File: config.mk
export PLATFORM = sky130hd
export DESIGN_NAME = alu_arb_flat
export DESIGN_NICKNAME = d
export VERILOG_FILES = /design/src/rtl/alu_arb_pkg.sv /design/src/rtl/afu_if.sv /design/src/rtl/alu_arb_rr_grant.sv /design/src/rtl/alu_arb.sv /design/src/flat_wrapper.sv
export SDC_FILE = /design/constraint.sdc
export NUM_CORES = 1
export LEC_CHECK = 0
export ABC_AREA = 1
export BUFFER_PORTS_ARGS = -buffer_cell sky130_fd_sc_hd__buf_2
export CORE_AREA = 2 2 186 188
export DETAILED_ROUTE_END_ITERATION = 6
export DIE_AREA = 0 0 188 190
export SYNTH_ARGS = -nofsm -noshare
export SYNTH_HDL_FRONTEND = slang
export SYNTH_SLANG_ARGS = --single-unit
File: constraint.sdc
create_clock -name clk_in -period 3.5 [get_ports clk_in]
set_clock_uncertainty 0.05 [all_clocks]
set_input_delay 0.35 -clock clk_in [delete_from_list [all_inputs] [get_ports clk_in]]
set_output_delay 0.35 -clock clk_in [all_outputs]
set_load 0.01 [all_outputs]
File: src/rtl/alu_arb_pkg.sv
// Shared ALU request/select types and the arbiter state encoding.
package alu_arb_pkg;

  localparam int ALU_NREQ = 2;

  typedef enum logic [1:0] {
    AM_RS1,
    AM_RS2,
    AM_IMM,
    AM_PC
  } ALU_SEL_TYPE;

  typedef enum logic [3:0] {
    A_ADD,
    A_SUB,
    A_SLT,
    A_SLTU,
    A_AND,
    A_OR,
    A_XOR,
    A_SLL,
    A_SRL,
    A_SRA
  } ALU_OP_TYPE;

  typedef enum logic {
    ARB_IDLE,
    ARB_RESP
  } ARB_STATE_TYPE;

  // Round-robin successor: the requester after g, wrapping at n.
  function automatic int unsigned rr_next(input int unsigned g, input int unsigned n);
    return (g == n - 1) ? 0 : g + 1;
  endfunction

endpackage

File: src/rtl/afu_if.sv
// Operand/result bundle between a requester-side master and the shared alu_fu.
interface afu_if
  import alu_arb_pkg::*;
#(
  parameter int RSZ   = 32,
  parameter int PC_SZ = 32
);

  logic [RSZ-1:0]   rs1_data;
  logic [RSZ-1:0]   rs2_data;
  logic [RSZ-1:0]   imm;
  logic [PC_SZ-1:0] pc;
  ALU_SEL_TYPE      sel_x;
  ALU_SEL_TYPE      sel_y;
  ALU_OP_TYPE       op;
  logic [RSZ-1:0]   rd_data;

  modport master (
    output rs1_data, rs2_data, imm, pc, sel_x, sel_y, op,
    input  rd_data
  );

  modport slave (
    input  rs1_data, rs2_data, imm, pc, sel_x, sel_y, op,
    output rd_data
  );

endinterface

File: src/rtl/alu_arb_rr_grant.sv
// Combinational round-robin picker: first set request at or after ptr, wrapping.
module rr_grant #(
  parameter int N  = 2,
  parameter int IW = (N > 1) ? $clog2(N) : 1
) (
  input  logic [N-1:0]  req,
  input  logic [IW-1:0] ptr,
  input  logic          en,
  output logic [N-1:0]  grant,
  output logic [IW-1:0] idx,
  output logic          found
);

  logic [IW-1:0] cand;

  // idx falls back to ptr so a consumer can use it as a mux select unconditionally.
  always_comb begin
    grant = '0;
    idx   = ptr;
    found = 1'b0;
    cand  = ptr;
    for (int k = 0; k < N; k++) begin
      cand = IW'((int'(ptr) + k) % N);
      if (en && !found && req[cand]) begin
        found       = 1'b1;
        grant[cand] = 1'b1;
        idx         = cand;
      end
    end
  end

endmodule

File: src/rtl/alu_arb.sv
// Round-robin sharing of one ALU between NREQ requesters with a one-entry
// registered response buffer.
module alu_arb
  import alu_arb_pkg::*;
#(
  parameter int NREQ  = ALU_NREQ,
  parameter int RSZ   = 32,
  parameter int PC_SZ = 32
) (
  input  logic              clk_in,
  input  logic              reset_in,
  input  logic              flush_in,
  input  logic [NREQ-1:0]   req_valid,
  output logic [NREQ-1:0]   req_ready,
  input  logic [RSZ-1:0]    req_rs1_data [NREQ],
  input  logic [RSZ-1:0]    req_rs2_data [NREQ],
  input  logic [RSZ-1:0]    req_imm      [NREQ],
  input  logic [PC_SZ-1:0]  req_pc       [NREQ],
  input  ALU_SEL_TYPE       req_sel_x    [NREQ],
  input  ALU_SEL_TYPE       req_sel_y    [NREQ],
  input  ALU_OP_TYPE        req_op       [NREQ],
  output logic [NREQ-1:0]   rsp_valid,
  input  logic [NREQ-1:0]   rsp_ready,
  output logic [RSZ-1:0]    rsp_data,
  afu_if.master             afu_bus
);

  localparam int IW = (NREQ > 1) ? $clog2(NREQ) : 1;

  ARB_STATE_TYPE   state;
  ARB_STATE_TYPE   next_state;
  logic [IW-1:0]   rr_ptr;
  logic [IW-1:0]   owner;
  logic [IW-1:0]   grant_idx;
  logic [NREQ-1:0] grant;
  logic            grant_found;
  logic            accept_win;
  logic            grant_en;

  // Window reopens in RESP when the owner drains, giving one result per cycle.
  assign accept_win = (state == ARB_IDLE) || rsp_ready[owner];
  assign grant_en   = reset_in && !flush_in && accept_win;

  rr_grant #(
    .N  (NREQ),
    .IW (IW)
  ) u_rr_grant (
    .req   (req_valid),
    .ptr   (rr_ptr),
    .en    (grant_en),
    .grant (grant),
    .idx   (grant_idx),
    .found (grant_found)
  );

  assign req_ready = grant;

  // With no grant, grant_idx equals rr_ptr and the ALU result is simply unused.
  assign afu_bus.rs1_data = req_rs1_data[grant_idx];
  assign afu_bus.rs2_data = req_rs2_data[grant_idx];
  assign afu_bus.imm      = req_imm[grant_idx];
  assign afu_bus.pc       = req_pc[grant_idx];
  assign afu_bus.sel_x    = req_sel_x[grant_idx];
  assign afu_bus.sel_y    = req_sel_y[grant_idx];
  assign afu_bus.op       = req_op[grant_idx];

  always_ff @(posedge clk_in or negedge reset_in) begin
    if (!reset_in) begin
      state <= ARB_IDLE;
    end else begin
      state <= next_state;
    end
  end

  always_comb begin
    next_state = state;
    rsp_valid  = '0;
    if (state == ARB_RESP) begin
      rsp_valid[owner] = 1'b1;
    end
    if (flush_in) begin
      next_state = ARB_IDLE;
    end else if (grant_found) begin
      next_state = ARB_RESP;
    end else if ((state == ARB_RESP) && rsp_ready[owner]) begin
      next_state = ARB_IDLE;
    end
  end

  // Response buffer stage: capture the ALU result of the accepted request.
  always_ff @(posedge clk_in or negedge reset_in) begin
    if (!reset_in) begin
      rr_ptr   <= '0;
      owner    <= '0;
      rsp_data <= '0;
    end else if (grant_found) begin
      rsp_data <= afu_bus.rd_data;
      owner    <= grant_idx;
      rr_ptr   <= IW'(rr_next(32'(grant_idx), NREQ));
    end
  end

endmodule

File: src/flat_wrapper.sv
// flat-port wrapper written by rule: the top's interface ports become plain ports
module alu_arb_flat import alu_arb_pkg::*;
#(
  parameter int NREQ  = ALU_NREQ,
  parameter int RSZ   = 32,
  parameter int PC_SZ = 32
)
  (clk_in, reset_in, flush_in, req_valid, req_ready, req_rs1_data, req_rs2_data, req_imm, req_pc, req_sel_x, req_sel_y, req_op, rsp_valid, rsp_ready, rsp_data, afu_bus_rs1_data, afu_bus_rs2_data, afu_bus_imm, afu_bus_pc, afu_bus_sel_x, afu_bus_sel_y, afu_bus_op, afu_bus_rd_data);
  afu_if #(.RSZ(RSZ), .PC_SZ(PC_SZ)) afu_bus_i ();
  input  logic clk_in;
  input  logic reset_in;
  input  logic flush_in;
  input  logic [NREQ-1:0] req_valid;
  output logic [NREQ-1:0] req_ready;
  input  logic [RSZ-1:0] req_rs1_data[NREQ];
  input  logic [RSZ-1:0] req_rs2_data[NREQ];
  input  logic [RSZ-1:0] req_imm[NREQ];
  input  logic [PC_SZ-1:0] req_pc[NREQ];
  input  ALU_SEL_TYPE req_sel_x[NREQ];
  input  ALU_SEL_TYPE req_sel_y[NREQ];
  input  ALU_OP_TYPE req_op[NREQ];
  output logic [NREQ-1:0] rsp_valid;
  input  logic [NREQ-1:0] rsp_ready;
  output logic [RSZ-1:0] rsp_data;
  output wire logic [$bits(afu_bus_i.rs1_data)-1:0] afu_bus_rs1_data;
  output wire logic [$bits(afu_bus_i.rs2_data)-1:0] afu_bus_rs2_data;
  output wire logic [$bits(afu_bus_i.imm)-1:0] afu_bus_imm;
  output wire logic [$bits(afu_bus_i.pc)-1:0] afu_bus_pc;
  output wire logic [$bits(afu_bus_i.sel_x)-1:0] afu_bus_sel_x;
  output wire logic [$bits(afu_bus_i.sel_y)-1:0] afu_bus_sel_y;
  output wire logic [$bits(afu_bus_i.op)-1:0] afu_bus_op;
  input wire logic [$bits(afu_bus_i.rd_data)-1:0] afu_bus_rd_data;
  assign afu_bus_rs1_data = afu_bus_i.rs1_data;
  assign afu_bus_rs2_data = afu_bus_i.rs2_data;
  assign afu_bus_imm = afu_bus_i.imm;
  assign afu_bus_pc = afu_bus_i.pc;
  assign afu_bus_sel_x = afu_bus_i.sel_x;
  assign afu_bus_sel_y = afu_bus_i.sel_y;
  assign afu_bus_op = afu_bus_i.op;
  assign afu_bus_i.rd_data = afu_bus_rd_data;
  alu_arb #(.NREQ(NREQ), .RSZ(RSZ), .PC_SZ(PC_SZ)) u_core (.clk_in(clk_in), .reset_in(reset_in), .flush_in(flush_in), .req_valid(req_valid), .req_ready(req_ready), .req_rs1_data(req_rs1_data), .req_rs2_data(req_rs2_data), .req_imm(req_imm), .req_pc(req_pc), .req_sel_x(req_sel_x), .req_sel_y(req_sel_y), .req_op(req_op), .rsp_valid(rsp_valid), .rsp_ready(rsp_ready), .rsp_data(rsp_data), .afu_bus(afu_bus_i));
endmodule
---- Word level (Yosys, flattened, before mapping) ----
Index checks and enable logic that the tools add are counted.
word-level totals
  register bits after elaboration ......... 35
  memories kept ........................... 0
  latch bits .............................. 0
  logic and storage cells ................. 72
  memory bits (read-only) ................. 0
  bits in writable memories ............... 0
cells by class
  reductions and logical operators ........ 13
  add/subtract/negate cells ............... 2
  bitwise logic cells ..................... 3
  multiplexer cells ....................... 43
  equal/unequal tests ..................... 0
  $mul .................................... 0
  shifts and indexed selects .............. 0
  divide/modulo/power cells ............... 0
  magnitude comparators ................... 7
operators with widths
  operator             number
  $mux 32              12
  $mux 2               9
  $mux 1               16
  $mux 4               3
  $logic_and 1x1->1    9
  $lt 1x2->1 const B   3
  $demux 1 s1          3
  $ge 1x1->1 const B   3
  $reduce_bool 3->1    1
  $add 1x1->1 const B  2
  $ge 2x2->1 const B   1
  $logic_not 1->1      2
  $not 1->2            1
  $or 2x2->2           1
  $logic_or 1x1->1     1
  $not 1->1            1

---- Logic depth before layout (Yosys ltp) ----
Gate-level depths: netlist of the first run.
  word-level depth ........................ 14
  gate-level depth with buffers ........... 10
  mapped depth without buffers ............ 8

---- Modules after synthesis ----
A second synthesis of the first run with hierarchy kept.
second synthesis, totals
  cell total of the unflattened synthesis .. 608
  area total of the unflattened synthesis .. 3274.4 um2
modules (own cells, without submodules)
  module    area each (um2)  cells each  instances  sequential area each (um2)
  alu_arb   3216.8           594         1          875.8
  rr_grant  57.6             14          1          0.0

---- Worst setup path after synthesis of the first run ----
No wires, ideal clock.
  kind .................................... reg-to-output
  start ................................... register u_core.owner
  end ..................................... output req_ready[1]
  stages on the path, launching flop included .. 8
  data arrival time ....................... 1.308 ns
  setup slack ............................. 1.792 ns
  required time ........................... 3.100 ns
  path buffers ............................ 2
  cell sequence ........................... dfrtp_1 > inv_1 > nand2_1 > nand3_2 > nand3_2 > buf_4 > buf_2 > a21oi_1
between the ends
  longest elaborated chain between the ends .. 10
  elaborated cells on any way between the ends .. 12
ends and longest elaborated chain
  what                                          RTL line                text
  start: declaration                            alu_arb.sv:33           logic [IW-1:0] owner;
  start signal: assignment                      alu_arb.sv:98           owner <= grant_idx;
  $mux 1 (implied by the code) * (2 in series)  alu_arb.sv:41           assign accept_win = (state == ARB_IDLE) || rsp_ready[owner];
  $logic_or 1x1->1 *                            alu_arb.sv:41
  $logic_and 1x1->1 *                           alu_arb.sv:42           assign grant_en = reset_in && !flush_in && accept_win;
  $logic_and 1x1->1                             alu_arb_rr_grant.sv:24  if (en && !found && req[cand]) begin
  $mux 1                                        alu_arb_rr_grant.sv:24
  $logic_not 1->1                               alu_arb_rr_grant.sv:24
  $logic_and 1x1->1 (2 in series)               alu_arb_rr_grant.sv:24
  $mux 2 *                                      alu_arb_rr_grant.sv:24
  end: declaration                              flat_wrapper.sv:14      output logic [NREQ-1:0] req_ready;
Every way passes the cells marked *; elsewhere a longest branch is shown, timed or not. The select of a mux whose other input is x is not followed.

---- Worst setup path in the final report of the first run ----
  start ................................... register u_core.owner
  end ..................................... output afu_bus_imm[6]
between the ends
  longest elaborated chain between the ends .. 14
ends and longest elaborated chain
  what                                           RTL line                text
  $mux 1 (implied by the code) * (2 in series)   alu_arb.sv:41
  $logic_or 1x1->1 *                             alu_arb.sv:41
  $logic_and 1x1->1 *                            alu_arb.sv:42
  $logic_and 1x1->1                              alu_arb_rr_grant.sv:24
  $mux 1                                         alu_arb_rr_grant.sv:24
  $logic_not 1->1                                alu_arb_rr_grant.sv:24
  $logic_and 1x1->1 * (2 in series)              alu_arb_rr_grant.sv:24
  $mux 1 *                                       alu_arb_rr_grant.sv:24
  $not 1->2 (implied by the code) *              alu_arb.sv:61           assign afu_bus.imm = req_imm[grant_idx];
  $mux 32 (implied by the code) * (3 in series)  alu_arb.sv:61
  end: declaration                               flat_wrapper.sv:27      output wire logic [$bits(afu_bus_i.imm)-1:0] afu_bus_imm;
Marked as above.

==> impl_metrics.json, run 1 <==
{
  "outcome": "completed",
  "post_cts_buffers": 0,
  "grt_util_met2_pct": 16.4,
  "synth.largest_area_cell": "nand2_1",
  "clock-root-buffer": "clkbuf_16",
  "final_hold_viol_count": 0,
  "max-slew-margin-rel_pct": 50.3,
  "detail_route.wirelength_um": 19200,
  "grtUsageMet3_pct": 1.99,
  "postSynthCellCount": 619,
  "area_growth_syn_to_layout_pct": 87.4,
  "p_sw_uw": 1060,
  "worst_path_dominant_cell_family": "simple AND/OR/NAND/NOR gates",
  "post_cts_resize_count": 0,
  "max-cap-violations": 0,
  "report.final.slew_viol_count": 0,
  "crit_cells": 9,
  "finalNetCount": 1378,
  "worst_path_largest_cell_delay_ns": 0.47,
  "core-area_sq_um": 33900,
  "post-route-drc-count": 0,
  "fin_tns_setup_ns": 0,
  "detail-route-antenna-nets": 0,
  "cts_buffer_depth": 2,
  "grt_busiest_layer": "met2",
  "post-route-period-util_pct": 76.8,
  "critPathCapture": "afu_bus_imm[6]",
  "layout_common_cells": "buf_2 (482), nand2_1 (375), nand3_1 (136)",
  "drt-pass1-iter-count": 5,
  "syn_area_sq_um": 3380,
  "vias": 5762,
  "synthesis.area_per_instance_sq_um": 5.47,
  "io_pins": 483,
  "ys_top_cells_by_area": "nand2_1 (42%), dfrtp_1 (26%), nand3_1 (20%)",
  "r2r_setup_slack_ns": 1.81,
  "total_leakage_power_uw": 0.00404,
  "cp_max_fo": 48,
  "gp_congestion": 0.819,
  "clock_power_share_pct": 18.0,
  "buffer_ports.inserted": 482,
  "drtIter0Drc": 367,
  "detail_route.wl_per_cell_um": 12.6,
  "timing.critical_path.required_ns": 3.10,
  "fin_util_pct": 18.7,
  "worst_pin_slew_ns": 0.745,
  "swShare_pct": 44.8,
  "internal-power_uw": 1300,
  "regToRegStartpoint": "u_core.owner",
  "critical_path.endpoint_type": "output pin",
  "max_freq_mhz": 372,
  "top_cell_type_s_share_of_synthesized_area_pct": 41.6,
  "initial_antenna_violation_count": 2,
  "cts_max_level": 2,
  "clock_latency_ns": 0.28,
  "crit_chain": "inv_1 -> nand2_1 -> nand3_2 -> nand3_2 -> nand2_4 -> buf_4 -> nand3_1 -> nand2_1 -> buf_2",
  "post_synth_num_cell_types": 17,
  "grt_pass1_wl_um": 27500,
  "cellPowerDensity_nw_per_um2": 373,
  "seq_power_share_pct": 21.7,
  "grt_setup_unrepaired": "false",
  "path_buf_inv": 3,
  "hold_path.class": "in2async",
  "syn_nets": 930,
  "crit_path_start": "u_core.owner",
  "first_global_vias": 5212,
  "dpl.hpwl_um": 15200,
  "synth-warning-count": 0,
  "seq_area_frac_synth_pct": 25.9,
  "die-height_um": 190,
  "cts_hold_buf": 0,
  "cts.sinks": 35,
  "r2r.worst_path.cells": 8,
  "grt_start_max_net_pins": 83,
  "layout_commonest_cell": "buf_2",
  "finalSetupViolCount": 0,
  "postSynthRegisterBits": 35,
  "criticalPathCategory": "reg2out",
  "avgViaCountPerCell": 3.78,
  "critPathArrivalTime_ns": 2.29,
  "tritoncts": "done",
  "share_comb_of_total_power_pct": 60.3,
  "min_period_ns": 2.69,
  "globalRoute.totalOverflow": 0,
  "initial_core_util_pct": 9.97,
  "numCtsBuffers": 5,
  "rows": 68,
  "worst_setup_hold_path_clk_slew_ns": 0.06,
  "dieArea_sq_um": 35700,
  "track_usage_pct": 9.55,
  "drive_gt1_share_pct": 47.5,
  "worstReg2RegEnd": "u_core.rsp_data[23]",
  "met1_capacity_usage_during_global_routing_pct": 12.2,
  "floorplan.die.width_um": 188,
  "ir_drop_mv": 0.242,
  "startpoint_type": "flop",
  "cp_slowest_cell": "buf_4"
}
[final cells by class]
cell class | count | area (sq um)
diodes | 1 | 2.50
inverters | 9 | 33.8
flip-flops and latches | 35 | 876
fillers | 3908 | 27600
clock buffers | 5 | 125
repair buffers | 491 | 2520
well taps | 455 | 569
clock inverters | 3 | 15.0
multi-input cells | 525 | 2200
[how the worst min path moves through the flow]
| stage | startpoint | to | slack [ns] | cells past startpoint |
|---|---|---|---|---|
| 6_report | reset_in | u_core.rsp_data[23] | 0.08 | 2 |
| 5_1_grt | reset_in | u_core.rsp_data[21] | 0.12 | 2 |
| 2_1_floorplan | reset_in | u_core.owner | 0.004 | 0 |
| 3_3_place_gp | reset_in | u_core.rsp_data[22] | 0.39 | 2 |
| 4_1_cts | reset_in | u_core.rsp_data[11] | 0.1 | 2 |
| 3_5_place_dp | reset_in | u_core.rsp_data[23] | 0.39 | 2 |
[layer usage]
| layer | vias to the layer above | wire length [um] |
|---|---|---|
| met1 | 2547 | 7990 |
| met5 | - | 20 |
| li1 | 2843 | - |
| met2 | 342 | 9240 |
| met3 | 28 | 1630 |
| met4 | 2 | 272 |
[sequential cells by signal, indices dropped and copies added, names as in the netlist]
signal           cells
u_core.rsp_data     32
u_core.state         1
u_core.rr_ptr        1
u_core.owner         1
[synthesized netlist by cell type]
master    instances
a22oi_1           1
clkbuf_1          2
nand3_1         136
o21ai_0           1
inv_2             1
nand2_2           1
nand3_2           4
nor2_2            1
inv_1             8
buf_4             3
a21oi_1           3
buf_2            40
buf_6             5
nor2_1            2
nand2_4           1
nand2_1         375
dfrtp_1          35
[power by group through the flow]
stage	clock (uW)	combinational (uW)	sequential (uW)
2_1_floorplan	0	747	547
3_3_place_gp	0	1420	516
3_5_place_dp	0	1440	517
4_1_cts	439	1440	514
5_1_grt	460	1580	522
6_report	425	1430	514
[cell families after synthesis]
group,Yosys count,synth area share [%]
and+or+nand+nor,520,63.8
DFF,35,25.9
AOI/OAI and AO/OA,5,0.813
buffers and inverters,59,9.47
[metrics by stage]
stage / power (uW) / hold slack (ns) / cell area [sq um] / std cells / worst slack [ns]
after detailed placement: 1950 / 0.394 / 6200 / 1515 / 0.963
after global placement: 1940 / 0.393 / 6200 / 1515 / 0.974
final: 2360 / 0.0795 / 6340 / 1524 / 0.812
after floorplan: 1290 / 0.00441 / 3380 / 619 / 1.79
after CTS: 2390 / 0.0958 / 6340 / 1523 / 0.746
after global routing: 2560 / 0.125 / 6340 / 1524 / 0.601
Power figures use the tool's default switching activity.
==> run 2: changes to the inputs <==
- CORE_AREA: 2 2 186 188 -> 2 2 187 189
- DIE_AREA: 0 0 188 190 -> 0 0 189 191
- clock period: 3.5 -> 2.5 ns (I/O delays scaled with it)
==> impl_metrics.json, run 2 (synthesized netlist as in run 1, its figures left out) <==
{
  "regToRegStartpoint": "u_core.owner",
  "cts_max_level": 2,
  "report.final.slew_viol_count": 0,
  "hold_path.startpoint": "afu_bus_rd_data[12]",
  "drt-pass1-iter-count": 5,
  "finalSetupViolCount": 0,
  "grt_setup_unrepaired": "false",
  "detail-route-antenna-nets": 0,
  "rows": 68,
  "crit_chain": "dlygate4sd3_1 -> buf_2 -> inv_1 -> nor2_4 -> nand3_4 -> nand2_4 -> buf_12 -> nand2_1 -> nand2_1 -> buf_2",
  "track_usage_pct": 9.77,
  "cts_buffer_depth": 2,
  "buffer_ports.inserted": 482,
  "tritoncts": "done",
  "core-area_sq_um": 34100,
  "vias": 5709,
  "worst_setup_hold_path_clk_slew_ns": 0.06,
  "critPathArrivalTime_ns": 2.14,
  "share_comb_of_total_power_pct": 58.3,
  "drtIter0Drc": 312,
  "cellPowerDensity_nw_per_um2": 542,
  "min_period_ns": 2.44,
  "crit_path_start": "reset_in",
  "post_cts_buffers": 0,
  "gp_congestion": 0.787,
  "initial_antenna_violation_count": 1,
  "initial_core_util_pct": 9.92,
  "clock-root-buffer": "clkbuf_16",
  "grt_start_max_net_pins": 75,
  "multi_input_area_sq_um": 2200,
  "layout_commonest_cell": "buf_2",
  "cp_max_fo": 70,
  "cp_slowest_cell": "dlygate4sd3_1",
  "outcome": "completed",
  "area_growth_syn_to_layout_pct": 90.4,
  "max_flop_register": "u_core.rsp_data",
  "final-seq-area_sq_um": 876,
  "max_freq_mhz": 411,
  "internal-power_uw": 1980,
  "total_power_uw": 3490,
  "dieArea_sq_um": 36100,
  "detail_route.wl_per_cell_um": 13.1,
  "worst_pin_slew_ns": 0.467,
  "dpl.hpwl_um": 16500,
  "ir_drop_mv": 0.390,
  "worst_path_dominant_cell_family": "buffers and inverters",
  "final_hold_viol_count": 0,
  "drive_gt1_share_pct": 47.5,
  "num-fill-cells": 3939,
  "post-route-period-util_pct": 97.4,
  "largest_reg_flops": 32,
  "startpoint_type": "primary input",
  "clock_power_share_pct": 21.1,
  "max-slew-margin-rel_pct": 68.9,
  "num_antenna_cells": 0,
  "die-height_um": 191,
  "critical_path.endpoint_type": "output pin",
  "fin_tns_setup_ns": 0,
  "cts.sinks": 35,
  "first_global_vias": 5059,
  "grt_pass1_wl_um": 28100,
  "seq_power_share_pct": 20.6,
  "total_leakage_power_uw": 0.00409,
  "layout_common_cells": "buf_2 (482), nand2_1 (375), nand3_1 (136)",
  "avgViaCountPerCell": 3.74,
  "max-cap-violations": 0,
  "clock_latency_ns": 0.28,
  "detail_route.wirelength_um": 20000,
  "criticalPathCategory": "in2out",
  "post-route-drc-count": 0,
  "io_pins": 483,
  "swShare_pct": 43.2,
  "path_buf_inv": 5,
  "timing.critical_path.required_ns": 2.20,
  "numCtsBuffers": 5,
  "floorplan.die.width_um": 189,
  "globalRoute.totalOverflow": 0,
  "worst_path_largest_cell_delay_ns": 0.52,
  "p_sw_uw": 1510,
  "hold_path.class": "in2reg",
  "finalNetCount": 1380
}
run 2: changes by cell type in the layout (fill, tap and decap cells not counted), sizes merged:
cell,change
diode,-1
clkbuf,+1
clkinv,-2
bufinv,+1
buf,+1
dlygate4sd3,+1
run 2: path summary, 6_finish.rpt:
| kind | to | slack (ns) | depth (start not counted) |
|---|---|---|---|
| max | afu_bus_pc[16] | 0.06 | 10 |
| min | u_core.rsp_data[12] | 0.11 | 3 |
| max reg2reg | u_core.rr_ptr | 0.83 | 7 |
| min reg2reg | u_core.rsp_data[3] | 0.43 | 2 |
| max in group asynchronous | u_core.rsp_data[4] | 1.56 | 3 |
| min in group asynchronous | u_core.rsp_data[9] | 0.51 | 3 |
run 2: power groups by stage:
stage	logic [uW]	clock network (uW)	registers, uW
after floorplan	1050	0	766
after global placement	2030	0	724
after detailed placement	2050	0	724
after CTS	2060	754	719
after global routing	2250	781	731
final	2030	735	719
run 2: tightest hold or removal path, cell delays in order:
cell and delay (ns):
buf_2 0.07, nand2_1 0.04, nand2_1 0.04
run 2: layout make-up:
class | instances | share of cell area (%)
timing repair buffer | 493 | 40.1
clock inverter | 2 | 0.544
multi-input combinational | 525 | 34.2
tap | 455 | 8.84
inverter | 9 | 0.524
sequential | 35 | 13.6
clock buffer | 6 | 2.16
run 2: metrics by stage:
stage	worst slack (ns)	util, %	area [sq um]	cells	hold slack [ns]
detailed placement	0.477	18.3	6250	1516	0.292
CTS	0.0266	18.9	6440	1525	0.0905
finish	0.0645	18.9	6440	1525	0.106
global placement	0.515	18.3	6250	1516	0.291
floorplan	0.892	-	3380	619	-0.0956
global route	0.00597	18.9	6440	1525	0.106
run 2: per-layer routing:
| layer | vias up | wire length [um] | GRT usage (%) |
|---|---|---|---|
| li1 | 2844 | - | - |
| met1 | 2536 | 7860 | 12.0 |
| met2 | 314 | 10200 | 18.0 |
| met3 | 13 | 1760 | 1.89 |
| met4 | 2 | 127 | 1.29 |
| met5 | - | 12 | 0 |
run 2: repair_timing:
| item | 4_1_cts | 5_1_grt |
|---|---|---|
| hold buffers | 1 | 0 |
| endpoints found under the setup margin | 0 | 57 |
| endpoints found under the hold margin | 35 | 0 |
| gates resized for setup | 0 | 1 |
